## src/rtl/sprite_line_fetcher.sv

```systemverilog
// Prefetches one sprite row per player from the shared 8-bit flash into ping-pong line
// buffers during horizontal blank; the display reads the bank not currently being written.
module sprite_line_fetcher #(
    parameter int SPRITE_H = 250,
    parameter int H_ACTIVE = 640,
    parameter int V_TOTAL  = 525,
    parameter int ADDR_W   = 23
) (
    input  logic              i_clk,
    input  logic              i_rst,
    input  logic [12:0]       i_h_cnt,
    input  logic [12:0]       i_v_cnt,
    input  logic [9:0]        i_p1_x,
    input  logic [9:0]        i_p2_x,
    input  logic [9:0]        i_p1_y,
    input  logic [9:0]        i_p2_y,
    input  logic [4:0]        i_p1_gesture,
    input  logic [4:0]        i_p2_gesture,
    output logic              o_fl_req,
    output logic [ADDR_W-1:0] o_fl_addr,
    input  logic              i_fl_ack,
    input  logic              i_fl_valid,
    input  logic [7:0]        i_fl_data,
    output logic              o_lb_we,
    output logic              o_lb_player,
    output logic              o_lb_bank,
    output logic [7:0]        o_lb_addr,
    output logic [7:0]        o_lb_data,
    output logic [1:0]        o_line_on,
    output logic [15:0]       o_line_width,
    output logic              o_busy,
    output logic              o_overrun
);
    typedef enum logic [2:0] {S_IDLE, S_ISSUE, S_WAIT, S_DONE, S_DRAIN} state_t;

    function automatic logic [16:0] frame_base(input logic [4:0] g);
        case (g)
            5'd0:    frame_base = 17'd0;
            5'd1:    frame_base = 17'd31250;
            default: frame_base = 17'd68750;
        endcase
    endfunction

    function automatic logic [7:0] frame_width(input logic [4:0] g);
        case (g)
            5'd0:    frame_width = 8'd125;
            5'd1:    frame_width = 8'd150;
            default: frame_width = 8'd200;
        endcase
    endfunction

    // x positions only matter to the pixel mux downstream
    logic unused_x;
    assign unused_x = ^{i_p1_x, i_p2_x};

    logic              trig;
    logic [12:0]       vn, p1_y13, p2_y13, p1_rel, p2_rel;
    logic              p1_on, p2_on;
    logic [7:0]        w1, w2, row1, row2;
    logic [15:0]       prod1, prod2;
    logic [ADDR_W-1:0] p1_start, p2_start;

    assign trig    = (i_h_cnt == 13'(H_ACTIVE));
    assign vn      = (i_v_cnt == 13'(V_TOTAL - 1)) ? 13'd0 : i_v_cnt + 13'd1;
    assign p1_y13  = {3'b000, i_p1_y};
    assign p2_y13  = {3'b000, i_p2_y};
    assign p1_rel  = vn - p1_y13;
    assign p2_rel  = vn - p2_y13;
    assign p1_on   = (vn >= p1_y13) && (p1_rel < 13'(SPRITE_H));
    assign p2_on   = (vn >= p2_y13) && (p2_rel < 13'(SPRITE_H));
    assign row1    = p1_rel[7:0];
    assign row2    = p2_rel[7:0];
    assign w1      = frame_width(i_p1_gesture);
    assign w2      = frame_width(i_p2_gesture);
    assign prod1   = 16'(row1) * 16'(w1);
    assign prod2   = 16'(row2) * 16'(w2);
    assign p1_start = ADDR_W'(frame_base(i_p1_gesture)) + ADDR_W'(prod1);
    assign p2_start = ADDR_W'(frame_base(i_p2_gesture)) + ADDR_W'(prod2);

    state_t            state;
    logic              player;
    logic [7:0]        col, cur_w, p2_w_q;
    logic [ADDR_W-1:0] p2_addr_q;
    logic [1:0]        pend_on;
    logic [15:0]       pend_w;

    assign o_busy = (state != S_IDLE);

    always_ff @(posedge i_clk or posedge i_rst) begin
        if (i_rst) begin
            state        <= S_IDLE;
            player       <= 1'b0;
            col          <= '0;
            cur_w        <= '0;
            p2_w_q       <= '0;
            p2_addr_q    <= '0;
            pend_on      <= '0;
            pend_w       <= '0;
            o_fl_req     <= 1'b0;
            o_fl_addr    <= '0;
            o_lb_we      <= 1'b0;
            o_lb_player  <= 1'b0;
            o_lb_bank    <= 1'b0;
            o_lb_addr    <= '0;
            o_lb_data    <= '0;
            o_line_on    <= '0;
            o_line_width <= '0;
            o_overrun    <= 1'b0;
        end else begin
            o_lb_we   <= 1'b0;
            o_overrun <= 1'b0;
            case (state)
                S_IDLE: if (trig) begin
                    // geometry is snapshotted here so mid-fetch gesture/position changes are harmless
                    pend_on   <= {p2_on, p1_on};
                    pend_w    <= {p2_on ? w2 : 8'd0, p1_on ? w1 : 8'd0};
                    p2_w_q    <= w2;
                    p2_addr_q <= p2_start;
                    col       <= '0;
                    if (p1_on) begin
                        state     <= S_ISSUE;
                        player    <= 1'b0;
                        cur_w     <= w1;
                        o_fl_addr <= p1_start;
                        o_fl_req  <= 1'b1;
                    end else if (p2_on) begin
                        state     <= S_ISSUE;
                        player    <= 1'b1;
                        cur_w     <= w2;
                        o_fl_addr <= p2_start;
                        o_fl_req  <= 1'b1;
                    end else begin
                        state <= S_DONE;
                    end
                end
                S_ISSUE: begin
                    if (trig) begin
                        o_overrun <= 1'b1;
                        o_fl_req  <= 1'b0;
                        state     <= i_fl_ack ? S_DRAIN : S_IDLE;
                    end else if (i_fl_ack) begin
                        o_fl_req <= 1'b0;
                        state    <= S_WAIT;
                    end
                end
                S_WAIT: begin
                    if (trig) begin
                        // a byte landing in the same cycle is simply dropped: nothing left to drain
                        o_overrun <= 1'b1;
                        state     <= i_fl_valid ? S_IDLE : S_DRAIN;
                    end else if (i_fl_valid) begin
                        o_lb_we     <= 1'b1;
                        o_lb_player <= player;
                        o_lb_addr   <= col;
                        o_lb_data   <= i_fl_data;
                        if (col == cur_w - 8'd1) begin
                            if (!player && pend_on[1]) begin
                                player    <= 1'b1;
                                col       <= '0;
                                cur_w     <= p2_w_q;
                                o_fl_addr <= p2_addr_q;
                                o_fl_req  <= 1'b1;
                                state     <= S_ISSUE;
                            end else begin
                                state <= S_DONE;
                            end
                        end else begin
                            col       <= col + 8'd1;
                            o_fl_addr <= o_fl_addr + ADDR_W'(1);
                            o_fl_req  <= 1'b1;
                            state     <= S_ISSUE;
                        end
                    end
                end
                S_DONE: begin
                    o_lb_bank    <= ~o_lb_bank;
                    o_line_on    <= pend_on;
                    o_line_width <= pend_w;
                    state        <= S_IDLE;
                end
                S_DRAIN: if (i_fl_valid) state <= S_IDLE;
                default: state <= S_IDLE;
            endcase
        end
    end
endmodule
```

## config.mk

```make
export PLATFORM = sky130hd
export DESIGN_NAME = sprite_line_fetcher
export DESIGN_NICKNAME = d
export VERILOG_FILES = /design/src/rtl/sprite_line_fetcher.sv
export SDC_FILE = /design/constraint.sdc
export NUM_CORES = 1
export LEC_CHECK = 0
export CAP_MARGIN = 20
export CORE_UTILIZATION = 35
export CTS_CLUSTER_DIAMETER = 50
export DETAILED_ROUTE_END_ITERATION = 10
export PLACE_DENSITY_LB_ADDON = 0.2
export RECOVER_POWER = 25
export SLEW_MARGIN = 20
export SYNTH_ARGS = -nofsm -noshare
export SYNTH_HDL_FRONTEND = slang
export SYNTH_SLANG_ARGS = --single-unit
export TNS_END_PERCENT = 100
```

## constraint.sdc

```tcl
create_clock -name i_clk -period 6.5 [get_ports i_clk]
set_input_delay 1.3 -clock i_clk [delete_from_list [all_inputs] [get_ports i_clk]]
set_output_delay 1.3 -clock i_clk [all_outputs]
set_load 0.05 [all_outputs]
```

**Word-level counts from Yosys, hierarchy flattened**

Cells that the tools add are included.

- Word-level logic and storage cells: 134
- Output and inout port bits: 63
- Flip-flop bits (word level): 131
- Bits of input ports: 88

- Multiplexer cells: 63
- Reductions and logical operators: 18
- Add/subtract/negate cells: 8
- $lt $le $gt $ge: 4
- $mul: 2
- Bitwise operators: 2
- Equality and inequality tests: 19

Operators with widths:

| kind | number |
|---|---|
| two-way mux 23 bit | 7 |
| two-way mux 8 bit | 14 |
| case mux 17 bit (2 select lines) | 2 |
| case mux 8 bit (2 select lines) | 4 |
| case mux 23 bit (2 select lines) | 1 |
| adder 17 x 16 -> 18 bit | 2 |
| multiplier 8 x 8 -> 16 bit | 2 |
| two-way mux 3 bit | 9 |
| equality test 13 x 10 -> 1 bit (second input constant) | 2 |
| greater-or-equal comparator 13 x 10 -> 1 bit | 2 |
| < comparator 13 x 8 -> 1 bit (second input constant) | 2 |
| subtractor 13 x 10 -> 13 bit | 2 |
| adder 23 x 1 -> 23 bit (second input constant) | 1 |
| two-way mux 1 bit | 19 |
| AND reduction 7 bit | 2 |
| adder 13 x 1 -> 13 bit (second input constant) | 1 |
| two-way mux 13 bit | 1 |
| inequality test 2 bit (second input constant) | 6 |
| inequality test 3 bit (second input constant) | 4 |
| case mux 3 bit (4 select lines) | 1 |
| equality test 5 x 1 -> 1 bit (second input constant) | 2 |
| zero test 5 bit | 2 |
| adder 8 x 1 -> 8 bit (second input constant) | 1 |
| equality test 8 bit | 1 |
| other kinds (19) | 26 |

**Logic depth before layout (Yosys ltp)**

Gate-level depths: netlist of run 1.

- Depth in word-level cells: 9
- Depth in mapped cells: 36
- Mapped depth without buffers: 35

**Worst setup path after synthesis of run 1**

Ideal clock, no wire load.

- Path kind: input-to-reg
- From: input i_v_cnt[0]
- To: register o_fl_addr[15]
- Path buffers: 1
- Cell stages on the path: 36
- Data required time: 6.435 ns
- Setup time: 0.065 ns
- Arrival: 8.345 ns
- Slack: -1.910 ns
- Cell sequence: inv_1 -> ha_1 -> and4b_1 -> nand3_1 -> clkbuf_1 -> and2_1 -> ha_1 -> nand2b_1 -> nand3_1 -> o31ai_2 -> o31ai_2 -> maj3_4 -> a21oi_1 -> xnor2_1 -> nor2_1 -> inv_1 -> nor2_1 -> inv_1 -> fa_1 -> fa_1 -> inv_1 -> fa_1 -> inv_1 -> fa_1 -> inv_1 -> ha_1 -> inv_1 -> o21bai_1 -> a211oi_1 -> nor3_1 -> or3_1 -> o311ai_0 -> xnor2_1 -> mux2i_1 -> a211oi_1 -> a21o_1

- Cells in the longest elaborated chain, start to end: 9
- Elaborated cells on any way between the ends: 21
- Classes of those cells: 5 x add/sub; 2 x mul; 4 x order compare; 2 x eq/ne; 5 x mux; 3 x reduce/logical

Ends and longest elaborated chain:

| item | RTL line | text |
|---|---|---|
| from (decl) | 12 | `input logic [12:0] i_v_cnt,` |
| adder 13 x 1 -> 13 bit or equality test 13 x 10 -> 1 bit (tied branches) | 64 | `assign vn = (i_v_cnt == 13'(V_TOTAL - 1)) ? 13'd0 : i_v_cnt + 13'd1;` |
| two-way mux 13 bit (*) | 64 |  |
| subtractor 13 x 10 -> 13 bit | 68 | `assign p2_rel = vn - p2_y13;` |
| multiplier 8 x 8 -> 16 bit | 76 | `assign prod2 = 16'(row2) * 16'(w2);` |
| adder 17 x 16 -> 18 bit | 78 | `assign p2_start = ADDR_W'(frame_base(i_p2_gesture)) + ADDR_W'(prod2);` |
| two-way mux 23 bit | 126 | `end else if (p2_on) begin` |
| two-way mux 23 bit | 120 | `if (p1_on) begin` |
| two-way mux 23 bit | 113 | `S_IDLE: if (trig) begin` |
| case mux 23 bit (2 select lines) | 112 | `case (state)` |
| to (signal assigned) | 124 | `o_fl_addr <= p1_start;` |
| to (signal assigned) | 130 | `o_fl_addr <= p2_start;` |
| to (signal assigned) | 161 | `o_fl_addr <= p2_addr_q;` |
| to (decl) | 20 | `output logic [ADDR_W-1:0] o_fl_addr,` |

Every way passes the cells marked *; elsewhere a longest branch is shown, timed or not. The select of a mux whose other input is x is not followed.
A chain may end at the register's enable or synchronous reset.

**Final worst setup path of run 1**

- From: input i_v_cnt[0]
- To: register o_fl_addr[17]

Same word-level chain as after synthesis.

==> run metrics, run 1 <==
drt first pass iters 5; Relative slew margins -0.944; total chip power around 7.5 mW; Tot GR Track Use 0.191; global-route wire length before repair ~52 mm; kind of end point of the critical path register; Hold WC Path Type register to register; Unique masters post-synth 82; R2R depth 11; starting density of the core 0.357; initial antenna violation count 0; fin cells 2,179; via count 10,446; Gate Count Post-Synth 1,377; Antenna Cells 0; RR Endpoint cur_w[1]; crit path DAT a little under 8 ns; Final Hold Vio Count 0; Worst Path Required 6.75 ns; hold path startpoint o_lb_data[6]; Layout Nets between 2,000 and 2,500; Iteration-0 DRC Markers 524; Inserted Clock Buffers 9; failing checks max-capacitance violations, max-slew violations, negative setup slack; FFs w/ async S/R, synth 1.00; placed cell count 2,126; Die Height 184 um; Slowest cell on crit path fa_1; Most used DFF post-synth dfrtp_1; clock latency on the worst-skew pair 0.36 ns; mapped cell area 11,600 um2; post-route minimum period roughly 7.5 ns; CP max FO 3; Setup TNS -15.09 ns; Rows 66; largest net degree at the start of global routing 67; worst reg2reg startpoint cur_w[5]; die area 34,000 um2; Max Slew Vio Count 67; Yosys top cell area share 0.232; detailed placement HPWL 26.1 mm; Synth area leader dfrtp_1; Detailed Route WL between 30 and 40 mm; Die Wd 184 um; IO buf count 130; Post-DRT Antenna Nets 0; Root Buffer clkbuf_16; number of H-tree levels 3; crit path kind input pin to register; number of synthesized flops with an enable pin 0; final setup fails 22; total gr overflow 0; P&R area growth vs syn 42.7%; Syn Area/Cell 8.46 um2; worst slew pin tran between 2 and 3 ns; Leak 8.05 nW; power density over cell area 449 nW/um2; vias in the first global route 10,450; most frequent cell after synthesis inv_1; share of cells above drive strength 1 0.272; max-cap violation count 1; number of remaining DRC errors 0; register area share after synthesis 0.232; Seq cells post-synth 108; fillers 3,054; Max VDD drop 337 uV; RSZ-0062 raised after global routing yes; Hold Path End o_lb_data[6]; core area 32,600 um2; period utilisation layout 1.16; CP Launch Type input pin; Synth top cells by count inv_1, nand2_1, nor2_1, dfrtp_1, ha_1; reg-to-reg setup timing slack 3.38 ns; fin worst setup slack -1.05 ns; WL per Instance 14.5 um; skew final 0.00779 ns; Synth area leaders dfrtp_1, fa_1, ha_1; fmax around 130 MHz; hold path cells 2; Max clock buf depth 2; GP Congestion 0.876; CP max stage delay 0.55 ns; status finished with violations; yosys warns 0; CTS Sinks approximately 110; Vias/cell 4.79; CTS tree yes; IO Pins 151; clock-pin slew on the worst setup and hold paths 0.08 ns
-- worst max-delay path, delay by kind of cell --
kind,cells,cell delay [ns]
compound gates,9,1.74
xor+xnor,1,0.14
fa+ha+maj,9,2.99
buf+inv,9,0.80
simple gates,6,0.80
-- cells in the final DEF, fill, tap and decap left out, types with 14 or more instances in the layout --
cell type,instances
nand2_1,184
xor2_1,41
buf_6,24
a21o_1,14
inv_1,181
buf_4,249
mux2_2,16
o21ai_1,26
a21oi_1,44
ha_1,80
nor3_1,28
dfrtp_1,108
fa_1,83
clkdlybuf4s50_1,116
nand3_1,29
o21ai_0,22
inv_2,19
xnor2_1,29
nor2_1,109
-- logic make-up (layout without fill, tap and decap cells) --
logic type	count (synthesis)	in the layout	synth area share
xor gates and xnor gates	92	92	0.0757
AOI/OAI and AO/OA	219	219	0.123
muxes	40	40	0.0383
DFF	108	108	0.232
and+or+nand+nor	464	464	0.181
buffers and inverters	263	622	0.0892
adders and majority gates	190	190	0.261
other	1	2	0.000322
-- how the worst max path moves through the flow --
stage	startpoint	end	slack, ns
6_report	i_v_cnt[0]	o_fl_addr[17]	-1.05
5_1_grt	i_v_cnt[0]	o_fl_addr[15]	-1.30
4_1_cts	i_v_cnt[0]	o_fl_addr[13]	-0.98
3_5_place_dp	i_v_cnt[0]	o_fl_addr[11]	-1.93
3_3_place_gp	i_v_cnt[0]	o_fl_addr[11]	-1.78
2_1_floorplan	i_v_cnt[0]	o_fl_addr[13]	-1.04
-- metal layers --
layer  share of wire  global-route usage
met4           0.025              0.0627
met1            0.46               0.252
met5               0                   0
met2            0.48               0.328
met3           0.029              0.0166
-- area by class of cell --
class	instances	area [um2]	share of cell area
clock buffer	9	225	0.0136
clock inverter	7	81.3	0.00490
inverter	204	791	0.0476
multi-input combinational	1007	8810	0.530
sequential	108	2700	0.163
tap	442	553	0.0333
timing repair buffer	402	3450	0.208
-- power by group --
part / switching, mW / internal [mW] / total (mW)
sequential: 0.147 / 0.782 / 0.930
combinational: 2.98 / 2.99 / 5.96
clock: 0.281 / 0.278 / 0.559
-- repair_timing --
action	in CTS	in global routing
endpoints found under the setup margin	27	26
buffers inserted	31	24
endpoints found under the hold margin	0	0
gates resized for setup	107	86
pin swaps	57	77
hold buffers	0	0
-- stage by stage --
step	cell area, um2	worst slack [ns]	hold slack, ns	util
floorplan	12000	-1.04	0.439	-
global placement	15400	-1.78	0.453	0.471
detailed placement	15400	-1.93	0.456	0.471
CTS	16200	-0.981	0.481	0.498
global route	16600	-1.30	0.490	0.509
finish	16600	-1.05	0.477	0.509
-- flip-flops by register name, summed over array words and instances, names as in the netlist, 8 cells and up --
signal / count
o_fl_addr: 23
p2_addr_q: 18
o_line_width: 10
pend_w: 10
col: 8
o_lb_addr: 8
o_lb_data: 8
Note: power is estimated with default switching activity, not from simulation.
==> inputs of run 2 (changes only) <==
--- a/config.mk
+++ b/config.mk
@@ -8,8 +8,9 @@
 export CAP_MARGIN = 20
 export CORE_UTILIZATION = 35
 export CTS_CLUSTER_DIAMETER = 50
+export CTS_CLUSTER_SIZE = 14
 export DETAILED_ROUTE_END_ITERATION = 10
-export PLACE_DENSITY_LB_ADDON = 0.2
+export PLACE_DENSITY = 0.54
 export RECOVER_POWER = 25
 export SLEW_MARGIN = 20
 export SYNTH_ARGS = -nofsm -noshare
==> run 2 against run 1 <==
Compared with the run above: first-iteration DRC count is the same; critical endpoint is now o_fl_addr[16]; worst hold slack lost 0.0035 ns; the flow still finishes with violations (max-capacitance violations, max-slew violations, negative setup slack); combinational power up 7.4%; sequential power barely moved; critical path type unchanged; largest power group unchanged; final area is 1.5% higher; largest cell class unchanged; critical path depth increased by 2; highest routed layer unchanged; fmax down 0.30%; global-route usage grew 0.29 points.
==> run metrics, run 2 (same netlist as run 1, synthesis figures left out) <==
status finished with violations; failing checks max-capacitance violations, max-slew violations, negative setup slack; P&R area growth vs syn 44.8%; via count 10,507; Clk pwr share 0.071; CTS tree yes; fin worst setup slack -1.07 ns; Largest register FFs 23; clock-pin slew on the worst setup and hold paths 0.08 ns; crit path DAT 7.81 ns; Post-DRT Antenna Nets 0; Rows 66; CP dominant cell by count ha_4; Worst Path Required 6.74 ns; Root Buffer clkbuf_16; share of cells above drive strength 1 0.286; Internal 4.27 mW; worst reg2reg startpoint cur_w[5]; CTS Sinks roughly 110; GP Congestion 0.855; global-route wire length before repair roughly 53 mm; vias in the first global route 10,587; Tot GR Track Use 0.194; Die Height 184 um; Net Sw Power 3.63 mW; period utilisation layout 1.16; starting density of the core 0.357; Hold Path End o_lb_bank; WL per Instance 14.8 um; CP max stage delay 0.49 ns; post-route minimum period 7.57 ns; final setup fails 24; hold buffer count at cts 0; Antenna Cells 0; largest net degree at the start of global routing 78; register with the highest flop count o_fl_addr; largest registers o_fl_addr: 23 flops, p2_addr_q: 18 flops; kind of end point of the critical path register; CP max FO 4; number of remaining DRC errors 0; IO buf count 130; Slowest cell on crit path fa_1; Final Hold Vio Count 0; Die Wd 184 um; drt first pass iters 6; CP Launch Type input pin; commonest non-fill, non-tap cells in the layout buf_4, nand2_1, inv_1; Iteration-0 DRC Markers 524; worst slew pin tran 1.92 ns; Reg power frac 0.118; Max clock buf depth 2; Leak 8.12 nW; Inserted Clock Buffers 9; Hold Slack 0.474 ns; Layout Nets 2,013; Vias/cell 4.80; sw frac 0.459; power density over cell area ~470 nW/um2; hold path startpoint o_lb_bank; clock latency on the worst-skew pair 0.35 ns; max-cap violation count 2; fin cells 2,188; RR Endpoint o_fl_addr[15]; most common cell after layout, fill and taps aside buf_4; Detailed Route WL 32.4 mm; total gr overflow 0; fmax approximately 130 MHz; Setup TNS -15.88 ns; Combinational Power Share 0.811; crit path kind input pin to register; fillers 3,035; R2R depth 12; IO Pins approximately 150; initial antenna violation count 0; RSZ-0062 raised after global routing yes; hold path cells 1; number of H-tree levels 3; detailed placement HPWL about 26 mm; Hold WC Path Type register to register; Max Slew Vio Count 80; Layout Utilization 0.517; placed cell count 2,133; skew final 0.00953 ns; core area 32,600 um2; Relative slew margins -0.284; reg-to-reg setup timing slack 3.17 ns; Max VDD drop 333 uV; die area 34,000 um2
-- run 2: metrics by stage --
stage	setup WS [ns]	area [um2]	power (mW)
floorplan	-1.04	12000	3.94
global placement	-1.79	15400	6.01
detailed placement	-1.97	15400	6.06
CTS	-1.14	16500	7.37
global route	-1.31	16900	8.53
finish	-1.07	16900	7.89
-- run 2: critical path: cells and delay by family --
| family | cells | cell delay, ns |
|---|---|---|
| AOI/OAI and AO/OA | 12 | 2.10 |
| xor gates and xnor gates | 2 | 0.36 |
| adders and majority gates | 9 | 2.64 |
| buffers and inverters | 7 | 0.56 |
| and+or+nand+nor | 6 | 0.84 |
-- run 2: power by group through the flow --
stage | clock network (mW) | logic, mW | registers [mW]
after floorplan | 0 | 2.75 | 1.19
after global placement | 0 | 5.07 | 0.943
after detailed placement | 0 | 5.12 | 0.945
after CTS | 0.573 | 5.86 | 0.931
after global routing | 0.601 | 6.98 | 0.951
final | 0.559 | 6.40 | 0.933
-- run 2: worst max path at each step --
| stage | slack [ns] | cells past startpoint | end | startpoint |
|---|---|---|---|---|
| floorplan | -1.04 | 32 | o_fl_addr[13] | i_v_cnt[0] |
| global placement | -1.79 | 28 | o_fl_addr[14] | i_v_cnt[10] |
| detailed placement | -1.97 | 31 | o_fl_addr[17] | i_v_cnt[0] |
| CTS | -1.14 | 35 | o_fl_addr[16] | i_v_cnt[0] |
| global route | -1.31 | 35 | o_fl_addr[12] | i_v_cnt[0] |
| finish | -1.07 | 36 | o_fl_addr[16] | i_v_cnt[1] |
-- run 2: area by class of cell --
| type | count | area (um2) | area share |
|---|---|---|---|
| Sequential cell | 108 | 2700 | 0.160 |
| Timing Repair Buffer | 411 | 3510 | 0.208 |
| Clock inverter | 7 | 83.8 | 0.00497 |
| Multi-Input combinational cell | 1007 | 9000 | 0.534 |
| Clock buffer | 9 | 225 | 0.0134 |
| Tap cell | 442 | 553 | 0.0328 |
| Inverter | 204 | 796 | 0.0472 |
-- run 2: repair_timing --
item,4_1_cts,5_1_grt
pin swaps,97,79
resized for setup,124,101
endpoints found under the setup margin,27,26
setup buffers,39,15
-- run 2: per-layer routing --
layer | global-route usage | share of wire | up-vias
met5 | 0 | 0 | -
met4 | 0.0517 | 0.019 | 0
met3 | 0.0190 | 0.031 | 34
met2 | 0.342 | 0.49 | 178
met1 | 0.252 | 0.45 | 5016
li1 | - | - | 5279
